$ cat config.mk
export PLATFORM = sky130hd
export DESIGN_NAME = mmio_out_bridge
export DESIGN_NICKNAME = d
export VERILOG_FILES = /design/src/rtl/mmio_out_pkg.sv /design/src/rtl/sync_fifo.sv /design/src/rtl/mmio_out_bridge.sv
export SDC_FILE = /design/constraint.sdc
export NUM_CORES = 1
export LEC_CHECK = 0
export ABC_CLOCK_PERIOD_IN_PS = 6820
export CAP_MARGIN = 20
export CELL_PAD_IN_SITES_DETAIL_PLACEMENT = 0
export CELL_PAD_IN_SITES_GLOBAL_PLACEMENT = 1
export CORE_MARGIN = 2
export CORE_UTILIZATION = 45
export DETAILED_ROUTE_END_ITERATION = 7
export DONT_BUFFER_PORTS = 1
export PLACE_DENSITY = 0.7
export SETUP_SLACK_MARGIN = 0.1
export SYNTH_ARGS = -nofsm -noshare
export SYNTH_HDL_FRONTEND = slang
export SYNTH_SLANG_ARGS = --single-unit
$ cat constraint.sdc
create_clock -name clk -period 6.82 [get_ports clk]
set_input_delay 1.705 -clock clk [delete_from_list [all_inputs] [get_ports clk]]
set_output_delay 1.705 -clock clk [all_outputs]
set_load 0.01 [all_outputs]
$ cat src/rtl/mmio_out_pkg.sv
// Shared register map, STATUS/CTRL bit positions and address decode for mmio_out_bridge.
// The toggle-alias region is decoded here and enabled in the top by MMIO_TOGGLE_ALIAS_EN.
package mmio_out_pkg;

    localparam logic [7:0] OFF_OUT_BASE    = 8'h00;
    localparam logic [7:0] OFF_TX_DATA     = 8'h40;
    localparam logic [7:0] OFF_STATUS      = 8'h44;
    localparam logic [7:0] OFF_CTRL        = 8'h48;
    localparam logic [7:0] OFF_TOGGLE_BASE = 8'h80;

    localparam int ST_FULL_BIT     = 0;
    localparam int ST_EMPTY_BIT    = 1;
    localparam int ST_OVF_BIT      = 2;
    localparam int ST_COUNT_LSB    = 8;

    localparam int CTRL_TX_EN_BIT  = 0;
    localparam int CTRL_IRQ_EN_BIT = 1;
    localparam logic [1:0] CTRL_RESET = 2'b01;

    typedef enum logic [2:0] {
        SEL_NONE,
        SEL_OUT,
        SEL_TX_DATA,
        SEL_STATUS,
        SEL_CTRL,
        SEL_TOGGLE
    } reg_sel_e;

    // Byte-address bits [1:0] are ignored; everything is decoded on word offsets.
    function automatic reg_sel_e decode_sel(input logic [7:0] addr, input int num_out);
        logic [7:0] word_addr;
        word_addr  = {addr[7:2], 2'b00};
        decode_sel = SEL_NONE;
        if (word_addr >= OFF_TOGGLE_BASE) begin
            if (int'((word_addr - OFF_TOGGLE_BASE) >> 2) < num_out)
                decode_sel = SEL_TOGGLE;
        end else if (word_addr == OFF_TX_DATA) begin
            decode_sel = SEL_TX_DATA;
        end else if (word_addr == OFF_STATUS) begin
            decode_sel = SEL_STATUS;
        end else if (word_addr == OFF_CTRL) begin
            decode_sel = SEL_CTRL;
        end else if (word_addr < OFF_TX_DATA) begin
            if (int'((word_addr - OFF_OUT_BASE) >> 2) < num_out)
                decode_sel = SEL_OUT;
        end
    endfunction

endpackage

$ cat src/rtl/sync_fifo.sv
// Single-clock FIFO with full/empty/count; a push while full is ignored (the caller
// flags the overflow). DEPTH must be a power of two so the pointers wrap naturally.
module sync_fifo #(
    parameter int WIDTH = 8,
    parameter int DEPTH = 8
) (
    input  logic                       clk,
    input  logic                       resetn,
    input  logic                       i_push,
    input  logic [WIDTH-1:0]           i_data,
    input  logic                       i_pop,
    output logic [WIDTH-1:0]           o_data,
    output logic                       o_full,
    output logic                       o_empty,
    output logic [$clog2(DEPTH):0]     o_count
);

    localparam int AW    = $clog2(DEPTH);
    localparam int CNT_W = AW + 1;

    logic [WIDTH-1:0] r_mem [DEPTH];
    logic [AW-1:0]    r_wr_ptr;
    logic [AW-1:0]    r_rd_ptr;
    logic [CNT_W-1:0] r_count;
    logic             w_do_push;
    logic             w_do_pop;

    assign o_full    = (r_count == CNT_W'(DEPTH));
    assign o_empty   = (r_count == '0);
    assign o_count   = r_count;
    assign o_data    = r_mem[r_rd_ptr];
    assign w_do_push = i_push && !o_full;
    assign w_do_pop  = i_pop && !o_empty;

    // NOTE: storage has no reset; stale entries are unreachable once the pointers clear.
    always_ff @(posedge clk) begin
        if (w_do_push)
            r_mem[r_wr_ptr] <= i_data;
    end

    // NOTE: sequential state uses non-blocking assignments so every flop samples pre-edge values.
    always_ff @(posedge clk or negedge resetn) begin
        if (!resetn) begin
            r_wr_ptr <= '0;
            r_rd_ptr <= '0;
            r_count  <= '0;
        end else begin
            if (w_do_push)
                r_wr_ptr <= r_wr_ptr + 1'b1;
            if (w_do_pop)
                r_rd_ptr <= r_rd_ptr + 1'b1;
            case ({w_do_push, w_do_pop})
                2'b10:   r_count <= r_count + 1'b1;
                2'b01:   r_count <= r_count - 1'b1;
                default: r_count <= r_count;
            endcase
        end
    end

endmodule

$ cat src/rtl/mmio_out_bridge.sv
// Memory-mapped output registers plus a FIFO-buffered byte transmit channel with IRQ.
// Define MMIO_TOGGLE_ALIAS_EN to enable the write-1-to-toggle alias at 0x80+4*i.
module mmio_out_bridge
    import mmio_out_pkg::*;
#(
    parameter int DATA_W     = 32,
    parameter int NUM_OUT    = 2,
    parameter int FIFO_DEPTH = 8
) (
    input  logic                        clk,
    input  logic                        resetn,
    input  logic [7:0]                  bus_addr,
    input  logic [DATA_W-1:0]           bus_wdata,
    input  logic                        bus_we,
    input  logic                        bus_re,
    output logic [DATA_W-1:0]           bus_rdata,
    output logic                        bus_ack,
    output logic [NUM_OUT*DATA_W-1:0]   out_value,
    output logic [7:0]                  tx_Data,
    output logic                        tx_DataValid,
    input  logic                        tx_Ready,
    output logic                        irq
);

    localparam int CNT_W = $clog2(FIFO_DEPTH) + 1;

    reg_sel_e         w_sel;
    logic [2:0]       w_idx;
    logic             w_wr_out;
    logic             w_wr_tog;
    logic             w_wr_status;
    logic             w_wr_ctrl;
    logic             w_push;

    logic [7:0]       w_fifo_data;
    logic             w_fifo_full;
    logic             w_fifo_empty;
    logic [CNT_W-1:0] w_fifo_count;
    logic             w_accept;
    logic             w_load;

    logic [DATA_W-1:0] r_out [NUM_OUT];
    logic [1:0]        r_ctrl;
    logic              r_ovf;
    logic              r_tx_valid;
    logic [7:0]        r_tx_data;
    logic              r_ack;
    logic [DATA_W-1:0] r_rdata;
    logic              r_irq;
    logic [DATA_W-1:0] w_status;
    logic [DATA_W-1:0] w_rdata;

    assign w_sel       = decode_sel(bus_addr, NUM_OUT);
    assign w_idx       = bus_addr[4:2];
    assign w_wr_out    = bus_we && (w_sel == SEL_OUT);
    assign w_wr_status = bus_we && (w_sel == SEL_STATUS);
    assign w_wr_ctrl   = bus_we && (w_sel == SEL_CTRL);
    assign w_push      = bus_we && (w_sel == SEL_TX_DATA);

`ifdef MMIO_TOGGLE_ALIAS_EN
    assign w_wr_tog = bus_we && (w_sel == SEL_TOGGLE);
`else
    assign w_wr_tog = 1'b0;
`endif

    sync_fifo #(
        .WIDTH (8),
        .DEPTH (FIFO_DEPTH)
    ) u_tx_fifo (
        .clk     (clk),
        .resetn  (resetn),
        .i_push  (w_push),
        .i_data  (bus_wdata[7:0]),
        .i_pop   (w_load),
        .o_data  (w_fifo_data),
        .o_full  (w_fifo_full),
        .o_empty (w_fifo_empty),
        .o_count (w_fifo_count)
    );

    // The stage refills in the same cycle its byte is accepted, sustaining one byte per clock.
    assign w_accept = r_tx_valid && tx_Ready;
    assign w_load   = r_ctrl[CTRL_TX_EN_BIT] && !w_fifo_empty && (!r_tx_valid || w_accept);

    always_ff @(posedge clk or negedge resetn) begin
        if (!resetn) begin
            r_tx_valid <= 1'b0;
            r_tx_data  <= '0;
        end else if (w_load) begin
            r_tx_valid <= 1'b1;
            r_tx_data  <= w_fifo_data;
        end else if (w_accept) begin
            r_tx_valid <= 1'b0;
        end
    end

    always_ff @(posedge clk or negedge resetn) begin
        if (!resetn) begin
            for (int i = 0; i < NUM_OUT; i++)
                r_out[i] <= '0;
        end else begin
            for (int i = 0; i < NUM_OUT; i++) begin
                if (w_wr_out && (w_idx == 3'(i)))
                    r_out[i] <= bus_wdata;
                else if (w_wr_tog && (w_idx == 3'(i)))
                    r_out[i] <= r_out[i] ^ bus_wdata;
            end
        end
    end

    always_ff @(posedge clk or negedge resetn) begin
        if (!resetn) begin
            r_ctrl <= CTRL_RESET;
            r_ovf  <= 1'b0;
        end else begin
            if (w_wr_ctrl)
                r_ctrl <= bus_wdata[1:0];
            if (w_push && w_fifo_full)
                r_ovf <= 1'b1;
            else if (w_wr_status && bus_wdata[ST_OVF_BIT])
                r_ovf <= 1'b0;
        end
    end

    // NOTE: every combinational output gets a default first so no path leaves it unassigned (no latch).
    always_comb begin
        w_status                              = '0;
        w_status[ST_FULL_BIT]                 = w_fifo_full;
        w_status[ST_EMPTY_BIT]                = w_fifo_empty;
        w_status[ST_OVF_BIT]                  = r_ovf;
        w_status[ST_COUNT_LSB +: CNT_W]       = w_fifo_count;
    end

    always_comb begin
        w_rdata = '0;
        case (w_sel)
            SEL_OUT: begin
                for (int i = 0; i < NUM_OUT; i++)
                    if (w_idx == 3'(i))
                        w_rdata = r_out[i];
            end
            SEL_STATUS: w_rdata = w_status;
            SEL_CTRL: begin
                w_rdata[CTRL_TX_EN_BIT]  = r_ctrl[CTRL_TX_EN_BIT];
                w_rdata[CTRL_IRQ_EN_BIT] = r_ctrl[CTRL_IRQ_EN_BIT];
            end
            default: w_rdata = '0;
        endcase
    end

    always_ff @(posedge clk or negedge resetn) begin
        if (!resetn) begin
            r_ack   <= 1'b0;
            r_rdata <= '0;
            r_irq   <= 1'b0;
        end else begin
            r_ack   <= bus_we || bus_re;
            r_rdata <= bus_re ? w_rdata : '0;
            r_irq   <= r_ctrl[CTRL_IRQ_EN_BIT] && w_fifo_empty && !r_tx_valid;
        end
    end

    for (genvar g = 0; g < NUM_OUT; g++) begin : g_out
        assign out_value[g*DATA_W +: DATA_W] = r_out[g];
    end

    assign bus_ack      = r_ack;
    assign bus_rdata    = r_rdata;
    assign tx_Data      = r_tx_data;
    assign tx_DataValid = r_tx_valid;
    assign irq          = r_irq;

endmodule

==> results of run 1 <==
[cells in the final DEF (no fill, tap or decap), types with 2 or more instances in the layout]
| master | netlist | routed |
|---|---|---|
| nand2_1 | 18 | 18 |
| nand3_1 | 2 | 2 |
| clkinv_2 | 0 | 2 |
| buf_4 | 0 | 5 |
| clkbuf_8 | 0 | 6 |
| mux2_4 | 4 | 4 |
| mux2i_1 | 8 | 8 |
| and3_1 | 2 | 2 |
| inv_1 | 4 | 4 |
| nor3_1 | 3 | 3 |
| clkbuf_16 | 0 | 17 |
| inv_6 | 0 | 3 |
| xor2_1 | 5 | 5 |
| nand2b_1 | 3 | 3 |
| mux2_2 | 64 | 64 |
| a22oi_1 | 30 | 30 |
| o41ai_1 | 2 | 2 |
| nand3_4 | 2 | 2 |
| a22o_1 | 2 | 2 |
| o21ai_0 | 9 | 9 |
| a21oi_1 | 11 | 11 |
| clkinvlp_4 | 0 | 2 |
| edfxtp_1 | 64 | 64 |
| xnor2_1 | 3 | 3 |
| nor2_1 | 42 | 42 |
| ha_1 | 5 | 5 |
| dfrtp_1 | 119 | 119 |
| mux4_2 | 16 | 16 |
[cells by family after synthesis]
kind of cell | count (synthesis)
flip-flops | 184
multiplexers | 92
AND/OR/NAND/NOR | 84
AO/OA/AOI/OAI | 60
buffers and inverters | 29
XOR/XNOR | 8
adder cells (fa/ha/maj) | 5
[area by class of cell]
cell class	instances	area [um^2]	share of cell area
inverters	4	15.0	0.00186
flip-flops and latches	184	4930	0.611
multi-input cells	249	2200	0.273
repair buffers	7	72.6	0.00901
well taps	216	270	0.0335
clock buffers	24	512	0.0635
clock inverters	8	57.6	0.00714
[state kept, by name, indices dropped and copies added, names as in the netlist, 2 cells and up]
| name | flops |
|---|---|
| out_value | 64 |
| u_tx_fifo.r_mem | 64 |
| bus_rdata | 32 |
| tx_Data | 8 |
| u_tx_fifo.o_count | 4 |
| u_tx_fifo.r_rd_ptr | 3 |
| u_tx_fifo.r_wr_ptr | 3 |
| r_ctrl | 2 |
[worst max-delay path by stage]
| stage | from | to | slack, ns |
|---|---|---|---|
| detailed placement | bus_addr[3] | u_tx_fifo.r_mem[0][5] | 2.69 |
| global placement | bus_addr[3] | u_tx_fifo.r_mem[0][5] | 2.76 |
| finish | bus_addr[3] | u_tx_fifo.o_count[2] | 3.23 |
| CTS | bus_addr[3] | u_tx_fifo.r_mem[0][5] | 3.15 |
| floorplan | bus_addr[3] | u_tx_fifo.o_count[2] | 3.16 |
| global route | bus_addr[3] | u_tx_fifo.o_count[2] | 3.08 |
[per-layer routing]
layer | vias to the layer above | routed length (um)
met5 | - | 0
met2 | 134 | 7130
met4 | 0 | 312
met1 | 1940 | 5790
li1 | 1714 | -
met3 | 23 | 1360
[per-stage QoR]
stage / power [mW] / instances / hold slack (ns) / util
floorplan: 1.58 / 462 / 0.465 / -
global placement: 1.63 / 658 / 0.509 / 0.471
detailed placement: 1.64 / 658 / 0.523 / 0.471
CTS: 2.58 / 690 / 0.539 / 0.507
global route: 2.69 / 692 / 0.582 / 0.509
finish: 2.57 / 692 / 0.542 / 0.509
[worst min-delay path: stages, from the launching register on]
cell     delay (ns)
dfrtp_1        0.38
nand2_1        0.06
nand2_1        0.06
[report_power, final]
part           internal [mW]  leakage (nW)  switching [mW]
registers               1.21          2.18           0.133
clock network          0.528         0.280           0.405
logic                  0.185         0.858           0.109
==> summary.md, run 1 <==
| Metric | Value |
|---|---|
| Postcts setup bufs | `0` |
| GR Util met2 | `0.279` |
| H-Tree Depth | `4` |
| Slowest CP cell | `buf_4` |
| Max-Cap Viols | `0` |
| Buf/Inv on CP | `2` |
| Most common library cells after synthesis | `dfrtp_1 (119), edfxtp_1 (64), mux2_2 (64), nor2_1 (42), a22oi_1 (30)` |
| Clock Skew | `around 0.0071 ns` |
| Reg2reg start | `u_tx_fifo.o_count[1]` |
| HPWL after DPL | `9320 um` |
| Crit path capture type | `register` |
| Core area | `roughly 16000 um^2` |
| Pwr/cell area | `319 nW/um^2` |
| Fillers | `1370` |
| Unique masters post-synth | `45` |
| Mux cell area share after synthesis | `0.168` |
| Synth Area in Adders | `0.00860` |
| Top post-synthesis cells by area | `dfrtp_1 (41%), edfxtp_1 (26%), mux2_2 (9.9%), mux4_2 (5.0%), a22oi_1 (3.1%)` |
| Worst min path class | `reg -> reg` |
| Layout Nets | `513` |
| Post-Syn Nets | `between 500 and 600` |
| Mapped Area | `7270 um^2` |
| DIE AREA | `between 15000 and 20000 um^2` |
| GRT Util Overall | `0.174` |
| Post-synth EDFFs | `64` |
| Gr ovfl total | `0` |
| Max-slew violations | `0` |
| FF+latch count, synth | `184` |
| Die Y-Extent | `131 um` |
| Initial DRT Pass Iterations | `4` |
| Post-synthesis instance total | `~460` |
| Worst VDD drop | `0.179 mV` |
| Crit-path max cell delay | `0.42 ns` |
| CP top delay family | `simple AND/OR/NAND/NOR gates` |
| Global routing's busiest layer | `met2` |
| Initial antenna violation count | `0` |
| Final Cycle Share | `0.526` |
| Main combinational cell family by area after synthesis | `multiplexers` |
| Area share of the largest cell type after synthesis | `0.409` |
| Crit path depth | `11` |
| Yosys warns | `0` |
| Max_slew headroom | `0.461` |
| Most numerous cell in the Yosys netlist | `dfrtp_1` |
| Critical Path RT | `around 7.1 ns` |
| Hold Path End | `u_tx_fifo.r_wr_ptr[0]` |
| Leakage | `around 3.3 nW` |
| First-pass GRT wire length | `approximately 23000 um` |
| Arr. time, crit path | `approximately 4 ns` |
| Predominant post-synthesis flop cell | `dfrtp_1` |
| Status | `finished, final reports clean` |
| Cell depth of the worst flop-to-flop path | `10` |
| Initial Utilization | `0.460` |
| Fmax | `~0.28 GHz` |
| # IOs | `between 150 and 200` |
| Synth Area in Simple Gates | `0.0590` |
| Drt drc | `0` |
| Final instance area | `between 8000 and 9000 um^2` |
| Final ANT Viol Nets | `0` |
| DR iter-0 viols | `approximately 210` |
| Worst Slack Setup Final | `3.23 ns` |
| Vias in the first global route | `approximately 4000` |
| Port Buffers | `0` |
| Clock root cell | `clkbuf_16` |
| Maximum clock insertion buffer count | `2` |
| Clock slew at reported path FFs | `approximately 0.060 ns` |
| Routability cong. | `between 0.7 and 0.8` |
| CTS tree | `done` |
| Largest net degree at the start of global routing | `around 120` |
| Final Setup Violations | `0` |
| CTS sink cnt | `around 180` |
| Via density | `5.51` |
| Num CTS Buffers | `17` |
| Worst-Margin Slew | `a little over 0.8 ns` |
| Synth Area in XOR/XNOR | `0.00963` |
| FF-to-FF End | `u_tx_fifo.o_count[2]` |
| Area growth syn-to-layout | `10.7%` |
| Setup crit start kind | `input pin` |
| Crit-path cells | `nor3_4 -> buf_4 -> and4_1 -> inv_1 -> ha_1 -> xor2_1 -> ha_1 -> a21oi_1 -> xor2_1 -> nor2_1 -> xor2_1` |
| Die Wd | `between 100 and 150 um` |
| Ant. Diodes | `0` |
| Placement-stage cell area | `between 7000 and 8000 um^2` |
| Setup repair after global routing missed its margin | `false` |
| Met1 Usage GRT | `0.205` |
| Flop2flop setup slack | `around 4.2 ns` |
| Async set-reset flop share out of synthesis | `0.652` |
| Vias | `roughly 3800` |
| Hold buffers post-CTS | `0` |
| Synth Area in Compound Gates | `0.0561` |
| Min-Delay Path Depth | `2` |
| Total wire length | `approximately 15000 um` |
| Final Hold Viols | `0` |
| Worst-path fanout max | `34` |
| Final min period | `between 3 and 4 ns` |
| Critical path type | `in -> reg` |
| Post-synthesis sequential area ratio | `0.677` |
| Share of cells above drive strength 1 | `0.275` |
| Setup slack at placement | `~2.7 ns` |
| Clk Latency, worst-skew pair | `around 0.42 ns` |
| Rows | `46` |
| WL per Instance | `21.1 um` |
| Post-CTS resize count | `0` |
| Met3 usage | `0.0802` |
| TNS Setup | `0 ns` |
| Syn Area/Cell | `approximately 16 um^2` |
| Most used cell, CP | `xor2_1` |
| Hold_sp | `u_tx_fifo.r_wr_ptr[0]` |
| Largest area contributor in the netlist | `dfrtp_1` |
Note: power is estimated with default switching activity, not from simulation.
==> run 2: changes to the inputs <==
ABC_CLOCK_PERIOD_IN_PS = 3600   (was 6820)
clock period = 3.6 ns   (was 6.82 ns; I/O delays follow)
==> summary.md, run 2 (synthesis gave the netlist of run 1 again) <==
| Metric | Value |
|---|---|
| CTS tree | `done` |
| Vias | `roughly 3900` |
| Total wire length | `14800 um` |
| Worst-Margin Slew | `roughly 0.8 ns` |
| DIE AREA | `17200 um^2` |
| Postcts setup bufs | `0` |
| Worst-path fanout max | `10` |
| Critical Path RT | `around 3.9 ns` |
| Max_slew headroom | `0.480` |
| HPWL after DPL | `9640 um` |
| WL per Instance | `21.2 um` |
| Via density | `around 5.6` |
| Die Y-Extent | `between 100 and 150 um` |
| Clock slew at reported path FFs | `0.07 ns` |
| Initial antenna violation count | `0` |
| Largest net degree at the start of global routing | `roughly 120` |
| CTS sink cnt | `~180` |
| Initial Utilization | `0.460` |
| Final ANT Viol Nets | `0` |
| Ant. Diodes | `0` |
| GRT Util Overall | `0.178` |
| Vias in the first global route | `roughly 4100` |
| Maximum clock insertion buffer count | `2` |
| Share of power burned in registers | `0.524` |
| First-pass GRT wire length | `between 20000 and 25000 um` |
| Reg2reg start | `u_tx_fifo.o_count[1]` |
| Final Cycle Share | `0.768` |
| Clock Skew | `approximately 0.01 ns` |
| Setup crit start kind | `register` |
| Switch share | `0.258` |
| Fmax | `between 0.3 and 0.4 GHz` |
| Flop2flop setup slack | `around 0.84 ns` |
| Clock share of power | `0.360` |
| Max-slew violations | `0` |
| Arr. time, crit path | `between 3 and 4 ns` |
| Core area | `between 15000 and 20000 um^2` |
| Rows | `46` |
| Clk Latency, worst-skew pair | `0.43 ns` |
| Drt drc | `0` |
| Share of cells above drive strength 1 | `0.279` |
| Fillers | `1349` |
| # IOs | `about 150` |
| Worst setup endpoint | `u_tx_fifo.o_count[2]` |
| Worst Setup SP | `u_tx_fifo.o_count[1]` |
| Critical path type | `reg -> reg` |
| Status | `finished, final reports clean` |
| Initial DRT Pass Iterations | `4` |
| Final Setup Violations | `0` |
| Gr ovfl total | `0` |
| Hold buffers post-CTS | `0` |
| Cell depth of the worst flop-to-flop path | `10` |
| Post-CTS resize count | `0` |
| Crit path capture type | `register` |
| Clock root cell | `clkbuf_16` |
| FF-to-FF End | `u_tx_fifo.o_count[2]` |
| Max-Cap Viols | `0` |
| Die Wd | `between 100 and 150 um` |
| Pwr/cell area | `601 nW/um^2` |
| H-Tree Depth | `4` |
| Routability cong. | `around 0.75` |
| DR iter-0 viols | `around 190` |
| Internal | `3.60 mW` |
| Worst hold slack | `0.167 ns` |
| Setup repair after global routing missed its margin | `false` |
| Layout Nets | `518` |
| Leakage | `roughly 3.3 nW` |
| Switch Pwr | `1.25 mW` |
| TNS Setup | `0 ns` |
| Final Hold Viols | `0` |
| Num CTS Buffers | `17` |
| Final min period | `~2.8 ns` |
| Most frequent cells in the layout | `dfrtp_1 (119), mux2_2 (64), edfxtp_1 (64)` |
| Area growth syn-to-layout | `11.0%` |
| Port Buffers | `0` |
| Worst VDD drop | `0.373 mV` |
| Most common cell after layout, fill and taps aside | `dfrtp_1` |
| Worst min path class | `in -> async` |
| Logic pwr share | `0.116` |
==> run 2: cell types whose count changed in the layout (fill, tap and decap cells not counted), sizes merged <==
cell    change
inv         -1
clkinv      +6
clkbuf      -7
buf         +6
bufinv      +1
==> run 2: how the worst min path moves through the flow <==
stage                               start                    end  slack [ns]  depth (start not counted)
global route                       resetn           bus_rdata[2]        0.14                          0
CTS                                resetn             tx_Data[4]        0.15                          0
floorplan                           r_ovf           bus_rdata[2]        0.46                          2
global placement    u_tx_fifo.r_wr_ptr[0]  u_tx_fifo.r_wr_ptr[0]        0.51                          2
detailed placement  u_tx_fifo.r_wr_ptr[0]  u_tx_fifo.r_wr_ptr[0]        0.52                          2
finish                             resetn  u_tx_fifo.r_rd_ptr[0]        0.17                          0
==> run 2: area by class of cell <==
cell class                 count  area, um^2  area share
sequential                   184        4930       0.610
multi-input combinational    249        2200       0.273
clock buffer                  18         429      0.0531
tap                          216         270      0.0335
clock inverter                14         124      0.0153
timing repair buffer          12         110      0.0136
inverter                       4        15.0     0.00186
==> run 2: power by group through the flow <==
stage                     clock [mW]  combinational, mW  sequential, mW
after floorplan                    0              0.558            2.44
after global placement             0              0.477            2.63
after detailed placement           0              0.491            2.63
after CTS                       1.78              0.493            2.59
after global routing            1.87              0.627            2.57
final                           1.75              0.565            2.55
==> run 2: per-stage QoR <==
step                area, um^2   util  total power [mW]  worst slack [ns]  std cells
global placement          7500  0.474              3.10             0.722        664
floorplan                 7270      -              3.00             0.749        462
global route              8080  0.510              5.07             0.709        697
detailed placement        7500  0.474              3.12             0.665        664
CTS                       8050  0.509              4.87             0.841        696
finish                    8080  0.510              4.86             0.836        697
==> run 2: per-layer routing <==
metal / track usage / routed length (um) / vias up
met1: 0.208 / 5850 / 2039
li1: - / - / 1723
met4: 0.0543 / 193 / 0
met2: 0.284 / 7290 / 128
met3: 0.0945 / 1420 / 11
met5: 0 / 0 / -
==> run 2: critical path: stages, from the launching register on <==
cell and delay [ns]:
dfrtp_1 0.48, or4b_1 0.60, and4_1 0.28, inv_1 0.14, ha_1 0.29, xor2_1 0.11
ha_1 0.18, a21oi_1 0.16, xor2_1 0.18, nor2_1 0.07, xor2_1 0.15
